[src/rtl/dds_ctrl_pkg.sv]
// -----------------------------------------------------------------------------
// dds_ctrl_pkg
//   Shared types and default widths for the DDS frequency-sweep controller.
//   - mode_t  : sweep mode as encoded on io_cfg_mode
//               (RSVD behaves like SINGLE)
//   - state_t : sweep sequencer state
//   - FTW_W / CNT_W : default tuning-word and counter widths
// -----------------------------------------------------------------------------
package dds_ctrl_pkg;

  localparam int FTW_W = 32;
  localparam int CNT_W = 16;

  typedef enum logic [1:0] {
    SINGLE   = 2'd0,
    REPEAT   = 2'd1,
    TRIANGLE = 2'd2,
    RSVD     = 2'd3
  } mode_t;

  typedef enum logic [1:0] {
    IDLE = 2'd0,
    UP   = 2'd1,
    DOWN = 2'd2
  } state_t;

endpackage : dds_ctrl_pkg

[src/rtl/dds_dwell_timer.sv]
// -----------------------------------------------------------------------------
// dds_dwell_timer
//   Loadable down-counter that measures how long each sweep point is held.
//   A load sets the count to max(dwell,1)-1; while enabled the count walks
//   down to 0, and o_expire is high in the last cycle of the dwell.
//
//   Ports
//     i_clk     : clock, rising edge
//     i_rst_n   : asynchronous active-low reset
//     i_load    : reload the counter from i_dwell (wins over counting)
//     i_dwell   : dwell length in cycles, 0 treated as 1
//     i_enable  : counting enabled (sweep running)
//     o_expire  : last cycle of the current dwell
// -----------------------------------------------------------------------------
module dds_dwell_timer #(
  parameter int W = 16
) (
  input  logic         i_clk,
  input  logic         i_rst_n,
  input  logic         i_load,
  input  logic [W-1:0] i_dwell,
  input  logic         i_enable,
  output logic         o_expire
);

  logic [W-1:0] r_cnt;
  logic [W-1:0] w_reload;

  // A dwell of 0 behaves exactly like a dwell of 1.
  assign w_reload = (i_dwell == '0) ? '0 : i_dwell - W'(1);

  always_ff @(posedge i_clk or negedge i_rst_n) begin
    if (!i_rst_n) begin
      r_cnt <= '0;
    end else if (i_load) begin
      r_cnt <= w_reload;
    end else if (i_enable && (r_cnt != '0)) begin
      r_cnt <= r_cnt - W'(1);
    end
  end

  assign o_expire = i_enable && (r_cnt == '0);

endmodule : dds_dwell_timer

[src/rtl/dds_sweep_controller.sv]
// -----------------------------------------------------------------------------
// dds_sweep_controller
//   Frequency-sweep sequencer driving the tuning word of the DDS. A start in
//   IDLE captures the sweep configuration into shadow registers, then the
//   tuning word steps linearly, each point held for max(dwell,1) cycles, in
//   SINGLE, REPEAT or TRIANGLE mode. All outputs are registered.
//
//   Handshake: io_start is a one-cycle request that is only looked at in IDLE
//   (the cycle io_done is high is IDLE, so back-to-back starts work);
//   io_abort is only looked at while busy, and a start+abort in IDLE starts.
//
//   Ports
//     clock / reset        : rising-edge clock, async active-low reset
//     io_start, io_abort   : sweep control
//     io_cfg_*             : sweep configuration, sampled on an accepted start
//     io_ftw               : tuning word to the DDS io_A input
//     io_step_strobe       : high in each cycle io_ftw takes a new point
//     io_index             : current point index
//     io_busy, io_done     : status; done is a one-cycle completion pulse
//     io_dbg_state         : current sequencer state (state_t encoding)
// -----------------------------------------------------------------------------
module dds_sweep_controller
  import dds_ctrl_pkg::*;
#(
  parameter int g_accWidth = FTW_W,
  parameter int g_cntWidth = CNT_W
) (
  input  logic                  clock,
  input  logic                  reset,
  input  logic                  io_start,
  input  logic                  io_abort,
  input  logic [g_accWidth-1:0] io_cfg_ftw_start,
  input  logic [g_accWidth-1:0] io_cfg_ftw_step,
  input  logic [g_cntWidth-1:0] io_cfg_num_steps,
  input  logic [g_cntWidth-1:0] io_cfg_dwell,
  input  logic [1:0]            io_cfg_mode,
  output logic [g_accWidth-1:0] io_ftw,
  output logic                  io_step_strobe,
  output logic [g_cntWidth-1:0] io_index,
  output logic                  io_busy,
  output logic                  io_done,
  output logic [1:0]            io_dbg_state
);

  // Sequencer state and registered outputs
  state_t                r_state;
  logic [g_accWidth-1:0] r_ftw;
  logic [g_cntWidth-1:0] r_index;
  logic                  r_strobe;
  logic                  r_busy;
  logic                  r_done;

  // Shadow configuration, captured on an accepted start
  logic [g_accWidth-1:0] r_start;
  logic [g_accWidth-1:0] r_step;
  logic [g_cntWidth-1:0] r_num_steps;
  logic [g_cntWidth-1:0] r_dwell;
  mode_t                 r_mode;

  logic                  w_take_start;
  logic                  w_expire;
  logic                  w_timer_load;
  logic                  w_timer_en;
  logic [g_cntWidth-1:0] w_timer_dwell;

  assign w_take_start = (r_state == IDLE) && io_start;

  // The first dwell is loaded straight from the config inputs because the
  // shadow registers are only being written on that same edge. Reloading on
  // every expiry is harmless when the sweep ends, since the timer is then
  // disabled.
  assign w_timer_dwell = (r_state == IDLE) ? io_cfg_dwell : r_dwell;
  assign w_timer_load  = w_take_start || w_expire;
  assign w_timer_en    = (r_state != IDLE);

  dds_dwell_timer #(
    .W (g_cntWidth)
  ) u_dwell_timer (
    .i_clk    (clock),
    .i_rst_n  (reset),
    .i_load   (w_timer_load),
    .i_dwell  (w_timer_dwell),
    .i_enable (w_timer_en),
    .o_expire (w_expire)
  );

  always_ff @(posedge clock or negedge reset) begin
    if (!reset) begin
      r_state     <= IDLE;
      r_ftw       <= '0;
      r_index     <= '0;
      r_strobe    <= 1'b0;
      r_busy      <= 1'b0;
      r_done      <= 1'b0;
      r_start     <= '0;
      r_step      <= '0;
      r_num_steps <= '0;
      r_dwell     <= '0;
      r_mode      <= SINGLE;
    end else begin
      // Pulses default low; set only in the cycle they apply to.
      r_strobe <= 1'b0;
      r_done   <= 1'b0;

      case (r_state)
        IDLE: begin
          // io_ftw holds its last value here so the DDS keeps running.
          if (io_start) begin
            r_start     <= io_cfg_ftw_start;
            r_step      <= io_cfg_ftw_step;
            r_num_steps <= io_cfg_num_steps;
            r_dwell     <= io_cfg_dwell;
            r_mode      <= mode_t'(io_cfg_mode);
            r_state     <= UP;
            r_index     <= '0;
            r_ftw       <= io_cfg_ftw_start;
            r_busy      <= 1'b1;
            r_strobe    <= 1'b1;
          end
        end

        UP: begin
          if (io_abort) begin
            // A zero tuning word freezes the DDS phase.
            r_state <= IDLE;
            r_ftw   <= '0;
            r_busy  <= 1'b0;
          end else if (w_expire) begin
            if (r_index < r_num_steps) begin
              r_index  <= r_index + g_cntWidth'(1);
              r_ftw    <= r_ftw + r_step;
              r_strobe <= 1'b1;
            end else begin
              case (r_mode)
                REPEAT: begin
                  r_index  <= '0;
                  r_ftw    <= r_start;
                  r_strobe <= 1'b1;
                end
                TRIANGLE: begin
                  if (r_num_steps != '0) begin
                    r_state  <= DOWN;
                    r_index  <= r_index - g_cntWidth'(1);
                    r_ftw    <= r_ftw - r_step;
                    r_strobe <= 1'b1;
                  end else begin
                    r_state <= IDLE;
                    r_busy  <= 1'b0;
                    r_done  <= 1'b1;
                  end
                end
                default: begin
                  // SINGLE and the reserved encoding finish here.
                  r_state <= IDLE;
                  r_busy  <= 1'b0;
                  r_done  <= 1'b1;
                end
              endcase
            end
          end
        end

        DOWN: begin
          if (io_abort) begin
            r_state <= IDLE;
            r_ftw   <= '0;
            r_busy  <= 1'b0;
          end else if (w_expire) begin
            if (r_index != '0) begin
              r_index  <= r_index - g_cntWidth'(1);
              r_ftw    <= r_ftw - r_step;
              r_strobe <= 1'b1;
            end else begin
              r_state <= IDLE;
              r_busy  <= 1'b0;
              r_done  <= 1'b1;
            end
          end
        end

        default: begin
          r_state <= IDLE;
          r_busy  <= 1'b0;
        end
      endcase
    end
  end

  assign io_ftw         = r_ftw;
  assign io_step_strobe = r_strobe;
  assign io_index       = r_index;
  assign io_busy        = r_busy;
  assign io_done        = r_done;
  assign io_dbg_state   = r_state;

endmodule : dds_sweep_controller

[config.mk]
export PLATFORM = sky130hd
export DESIGN_NAME = dds_sweep_controller
export DESIGN_NICKNAME = d
export VERILOG_FILES = /design/src/rtl/dds_ctrl_pkg.sv /design/src/rtl/dds_dwell_timer.sv /design/src/rtl/dds_sweep_controller.sv
export SDC_FILE = /design/constraint.sdc
export NUM_CORES = 1
export LEC_CHECK = 0
export BUFFER_PORTS_ARGS = -buffer_cell sky130_fd_sc_hd__buf_2
export CORE_MARGIN = 3
export CORE_UTILIZATION = 32
export CTS_BUF_LIST = sky130_fd_sc_hd__clkbuf_8 sky130_fd_sc_hd__clkbuf_16
export DETAILED_ROUTE_END_ITERATION = 8
export PLACE_DENSITY = 0.59
export REMOVE_ABC_BUFFERS = 1
export SLEW_MARGIN = 25
export SYNTH_ARGS = -nofsm -noshare
export SYNTH_HDL_FRONTEND = slang
export SYNTH_HIERARCHICAL = 1
export SYNTH_SLANG_ARGS = --single-unit
[constraint.sdc]
create_clock -name clock -period 4.18 [get_ports clock]
set_clock_uncertainty 0.2 [all_clocks]
set_input_delay 0.627 -clock clock [delete_from_list [all_inputs] [get_ports clock]]
set_output_delay 0.627 -clock clock [all_outputs]
set_load 0.01 [all_outputs]
# Word level (Yosys, flattened, before mapping)

Index checks and enable logic that the tools add are counted.

Muxes and demuxes: 63
Reduce and logical (&&, ||, !) cells: 18
Order comparisons: 1
Eq/ne operators: 21
Add/sub/neg operators: 6

Operators with widths:

| kind                  | count |
|---|---|
| $mux 32               | 8 |
| $mux 16               | 12 |
| $pmux 32 s3           | 1 |
| $pmux 32 s2           | 1 |
| $pmux 16 s3           | 1 |
| $reduce_bool 16->1    | 3 |
| $sub 16x1->16 const B | 3 |
| $add 32x32->32        | 1 |
| $logic_not 16->1      | 2 |
| $pmux 16 s2           | 1 |
| $sub 32x32->32        | 1 |
| $mux 1                | 23 |
| $ne 3x3->1 const B    | 6 |
| $add 16x1->16 const B | 1 |
| $lt 16x16->1          | 1 |
| $mux 2                | 8 |
| $reduce_and 7->1      | 2 |
| $ne 2x2->1 const B    | 6 |
| $reduce_and 9->1      | 1 |
| $ne 4x4->1 const B    | 2 |
| $pmux 1 s2            | 4 |
| $pmux 1 s3            | 2 |
| $pmux 2 s3            | 1 |
| $reduce_and 6->1      | 1 |
| 12 further kinds      | 17 |

Register bits: 167
Bits of input ports: 102
Word-level logic and storage cells: 121
Output and inout bits: 53

# Longest topological paths before layout

Depth in word-level cells: 7
Gate-level depth with buffers: 17
Depth with buffers taken out: 15

# Hierarchy

The synthesis kept the hierarchy.

Modules (own cells, without submodules):

| module               | cells an instance | times used | seq. area each (um^2) | area each (um^2) |
|---|---|---|---|---|
| dds_sweep_controller | 1358              | 1          | 3778.6                | 11785.1 |
| dds_dwell_timer      | 148               | 1          | 400.4                 | 1268.7 |

# Least setup slack after synthesis

OpenSTA, ideal clock, no wires.

Path kind: register to register
From: reg r_ftw[0], in the netlist io_ftw[0]
To: reg r_ftw[30], in the netlist io_ftw[30]
Cell stages (with the launch flop): 15
Library setup time: 0.094 ns
Data required time: 3.886 ns
Arrival time: 3.183 ns
Setup slack: 0.703 ns
Cell sequence: dfrtp_1 inv_1 ha_1 fa_1 nor2b_1 o31ai_1 a211o_1 a211oi_1 a2bb2oi_2 a31o_2 nand2_1 o41ai_1 xor2_1 o31ai_1 a211oi_1

Cells in the longest elaborated chain, start to end: 7

RTL lines:

| element                | line                                                     | text |
|---|---|---|
| start, declared        | dds_sweep_controller.sv:47                               | `logic [g_accWidth-1:0] r_ftw;` |
| start signal, assigned | dds_sweep_controller.sv:116                              | `r_ftw <= io_cfg_ftw_start;` |
| start signal, assigned | dds_sweep_controller.sv:131                              | `r_ftw <= r_ftw + r_step;` |
| start signal, assigned | dds_sweep_controller.sv:137                              | `r_ftw <= r_start;` |
| $sub 32x32->32         | dds_sweep_controller.sv:144, dds_sweep_controller.sv:171 |  |
| $mux 32                | dds_sweep_controller.sv:141                              | `if (r_num_steps != '0) begin` |
| $pmux 32 s2            | dds_sweep_controller.sv:134                              | `case (r_mode)` |
| $mux 32                | dds_sweep_controller.sv:129                              | `if (r_index < r_num_steps) begin` |
| $mux 32                | dds_sweep_controller.sv:128                              | `end else if (w_expire) begin` |
| $mux 32                | dds_sweep_controller.sv:123                              | `if (io_abort) begin` |
| $pmux 32 s3 (*)        | dds_sweep_controller.sv:105                              | `case (r_state)` |

Every way passes the cells marked *; elsewhere a longest branch is shown, timed or not. The select of a mux whose other input is x is not followed.
A chain may end at the register's enable or synchronous reset.

# Worst setup path after layout

From: reg r_ftw[9], in the netlist io_ftw[9]
To: reg r_ftw[30], in the netlist io_ftw[30]

The elaborated chain is that of the path after synthesis.

==> impl_metrics.csv <==
group,metric,value,unit
pwr,p_leak,6.62,nW
routing,met1Wirelength,19.8,mm
final_layout,syn_to_final_growth,15.8,%
final_layout,fillers,4169,
global_route,grt_overflow_total,0,
synthesis,synth_edf_count,0,
final_layout,drive_above_1_share,23.0,%
synthesis,ys_seq_area_share,32.0,%
routing,vias,12000,
critical_path,cp.required,4.31,ns
critical_path,criticalPathCategory,"flip-flop to flip-flop",
routing,drt_wl_total,42.8,mm
synthesis,synth_top_family_by_area,"compound AO/OA/AOI/OAI gates",
critical_path,rr_startpoint,"io_ftw[9]",
sta,finalHoldViolCount,13,
routing,top_layer_used,"met5",
sta,holdWs,-0.00721,ns
place,gp_congestion,0.908,
synthesis,synth_ff_type,"dfrtp_1",
synthesis,yosysWarnings,6,
global_route,grt_pass1_vias,12000,
cts,clk-insertion-delay-late,0.46,ns
synthesis,syn_area,13100,um^2
final_layout,layout_commonest_cell,"dfrtp_1",
synthesis,ys_ff_latch,167,
synthesis,synth_compound_area_share,22.5,%
cts,cts.sinks,167,
final_layout,diodes,0,
place,placed_cells,2141,
sta,tns,0,ns
sta,fin_crit_sh,94.8,%
sta,clock.fmax,252,MHz
floorplanning,die-area,43300,um^2
floorplanning,core,40000,um^2
cts,cts_tree,"yes",
synthesis,synth.avg_cell_area,8.67,um^2
status,status,"finished, violations left",
cts,numCtsBuffers,17,
critical_path,worstPathMaxFanout,8,
sta,slew_viol_final,0,
synthesis,yosys.area.top_type_share,32.0,%
routing,route.met2.wl,19.8,mm
cts,post_cts_buffers,0,
floorplanning,start_util,32.6,%
sta,period_needed,3.96,ns
synthesis,synthAdderAreaFrac,8.84,%
critical_path,r2r_cells,12,
routing,drc,0,
global_route,track_usage,19.5,%
global_route,antenna_found_initial,5,
critical_path,worst-r2r-setup-slack,0.22,ns
synthesis,ys_types,80,
critical_path,reg2reg_to,"io_ftw[30]",
floorplanning,die_y,208,um
global_route,grt_max_degree,70,
routing,dr.pass1.iters,5,
floorplanning,rows,73,
routing,viasPerCell,5.54,
synthesis,synthSimpleGateAreaFrac,15.6,%
synthesis,ys_async_sr_fraction,100,%
job,cap_violations,0,
routing,drt_iter0_drc,982,
pwr,power,15.6,mW
synthesis,synth.largest_area_cell,"dfrtp_1",
place,dpl.hpwl,31.0,mm
pwr,p_per_area,1030,nW/um^2
final_layout,finalNonFillerCells,2172,
cts,htreeDepth,4,
synthesis,synth-xor-area-share,4.50,%
sta,rsz0062_at_grt,"false",
routing,wl_per_cell,19.7,um
final_layout,final_core_util,37.8,%
critical_path,worstSetupEndpointType,"flip-flop",
synthesis,syn_inst,1506,
critical_path,cp.arrival,4.09,ns
final_layout,nets,1828,
status,violations,"hold timing",
sta,worst_pin_slew,0.883,ns
min_path,min_path_type,"input port to asynchronous set/reset pin",
final_layout,final_cell_mix,"dfrtp_1, buf_2, a21oi_1",
pwr,max-vdd-ir-drop,0.375,mV
place,io_buffers,154,
cts,cts_buffer_depth,2,
synthesis,synth.mux.area_fraction,11.2,%
routing,ant_nets,0,
synthesis,synth_area_leaders,"dfrtp_1, mux2_2, ha_1",
cts,clk_pin_slew_worst_paths,0.08,ns
sta,slew_headroom,40.5,%
critical_path,worst_setup_path_start_kind,"flip-flop",
global_route,grt_pass1_wl,67.9,mm
sta,finalSetupViolCount,0,
routing,dr_wl_met3,2.59,mm
floorplanning,ios,155,
cts,cts_root_buffer,"clkbuf_16",
floorplanning,die_w,208,um
[cell usage after synthesis (all sizes together), types with 16 or more instances]
cell type / number
a211oi: 16
a21o: 18
a21oi: 121
clkbuf: 82
dfrtp: 167
ha: 89
inv: 90
mux2: 118
nand2: 104
nand3: 28
nor2: 101
nor3: 48
nor4: 27
o211ai: 18
o21ai: 118
o21bai: 16
o22ai: 24
o31ai: 16
or3: 19
xnor2: 50
xor2: 17
[critical path, stage by stage (launching register included)]
cell and delay, ns:
dfrtp_1 0.42, ha_1 0.46, inv_2 0.13, a2111oi_4 0.31, nor4b_2 0.41, nor2_1 0.17, a211oi_2 0.34, o31ai_2 0.12
a311o_1 0.36, a211o_1 0.36, and4_1 0.21, o31ai_1 0.23, a211oi_1 0.10
[kinds of logic (layout without fill, tap and decap cells)]
kind of cell / after synthesis / count (layout)
compound gates: 455 / 455
simple gates: 411 / 411
buf+inv: 184 / 325
flops: 167 / 167
mux: 131 / 131
fa+ha+maj: 91 / 91
xor+xnor: 67 / 67
[routing by layer]
layer | vias up | track usage [%]
li1 | 5757 | -
met1 | 5853 | 27.1
met2 | 359 | 31.2
met3 | 44 | 4.27
met4 | 10 | 4.28
met5 | - | 0
[sequential cells by signal, summed over array words and instances (netlist names)]
| register | cells |
|---|---|
| io_ftw | 32 |
| r_start | 32 |
| r_step | 32 |
| io_index | 16 |
| r_dwell | 16 |
| r_num_steps | 16 |
| u_dwell_timer/r_cnt | 16 |
| io_dbg_state | 2 |
| r_mode | 2 |
| io_busy | 1 |
| io_done | 1 |
| io_step_strobe | 1 |
[repair_timing]
action,CTS,global route
endpoints found under the setup margin,0,1
hold buffers,0,0
gates resized for setup,0,1
[area by class of cell]
class | instances | area [um^2] | share of cell area [%]
clock inverter | 13 | 120 | 0.795
timing repair buffer | 202 | 1170 | 7.77
sequential | 167 | 4180 | 27.7
tap | 525 | 657 | 4.35
multi-input combinational | 1155 | 8200 | 54.2
clock buffer | 18 | 439 | 2.91
inverter | 92 | 345 | 2.29
[worst max-delay path by stage]
stage	startpoint	end	slack [ns]	cells past startpoint
finish	io_ftw[9]	io_ftw[30]	0.22	12
detailed placement	io_ftw[0]	io_ftw[30]	0.24	14
global placement	io_ftw[0]	io_ftw[30]	0.35	14
CTS	io_ftw[0]	io_ftw[30]	0.21	14
global route	io_dbg_state[0]	io_ftw[31]	0.04	14
floorplan	io_dbg_state[0]	u_dwell_timer/r_cnt[3]	-1.02	6
[power by group]
part / internal, mW / total (mW) / switching (mW)
clock network: 0.840 / 1.58 / 0.743
logic: 4.41 / 10.8 / 6.42
registers: 2.43 / 3.15 / 0.728
[per-stage QoR]
step	hold slack (ns)	instance area, um^2	setup WS, ns
CTS	0.0164	15100	0.213
detailed placement	0.290	14500	0.236
global placement	0.283	14500	0.351
finish	-0.00721	15100	0.219
global route	0.0403	15100	0.0446
floorplan	0.131	12700	-1.02
No activity file was read; power rests on OpenSTA's default activity.
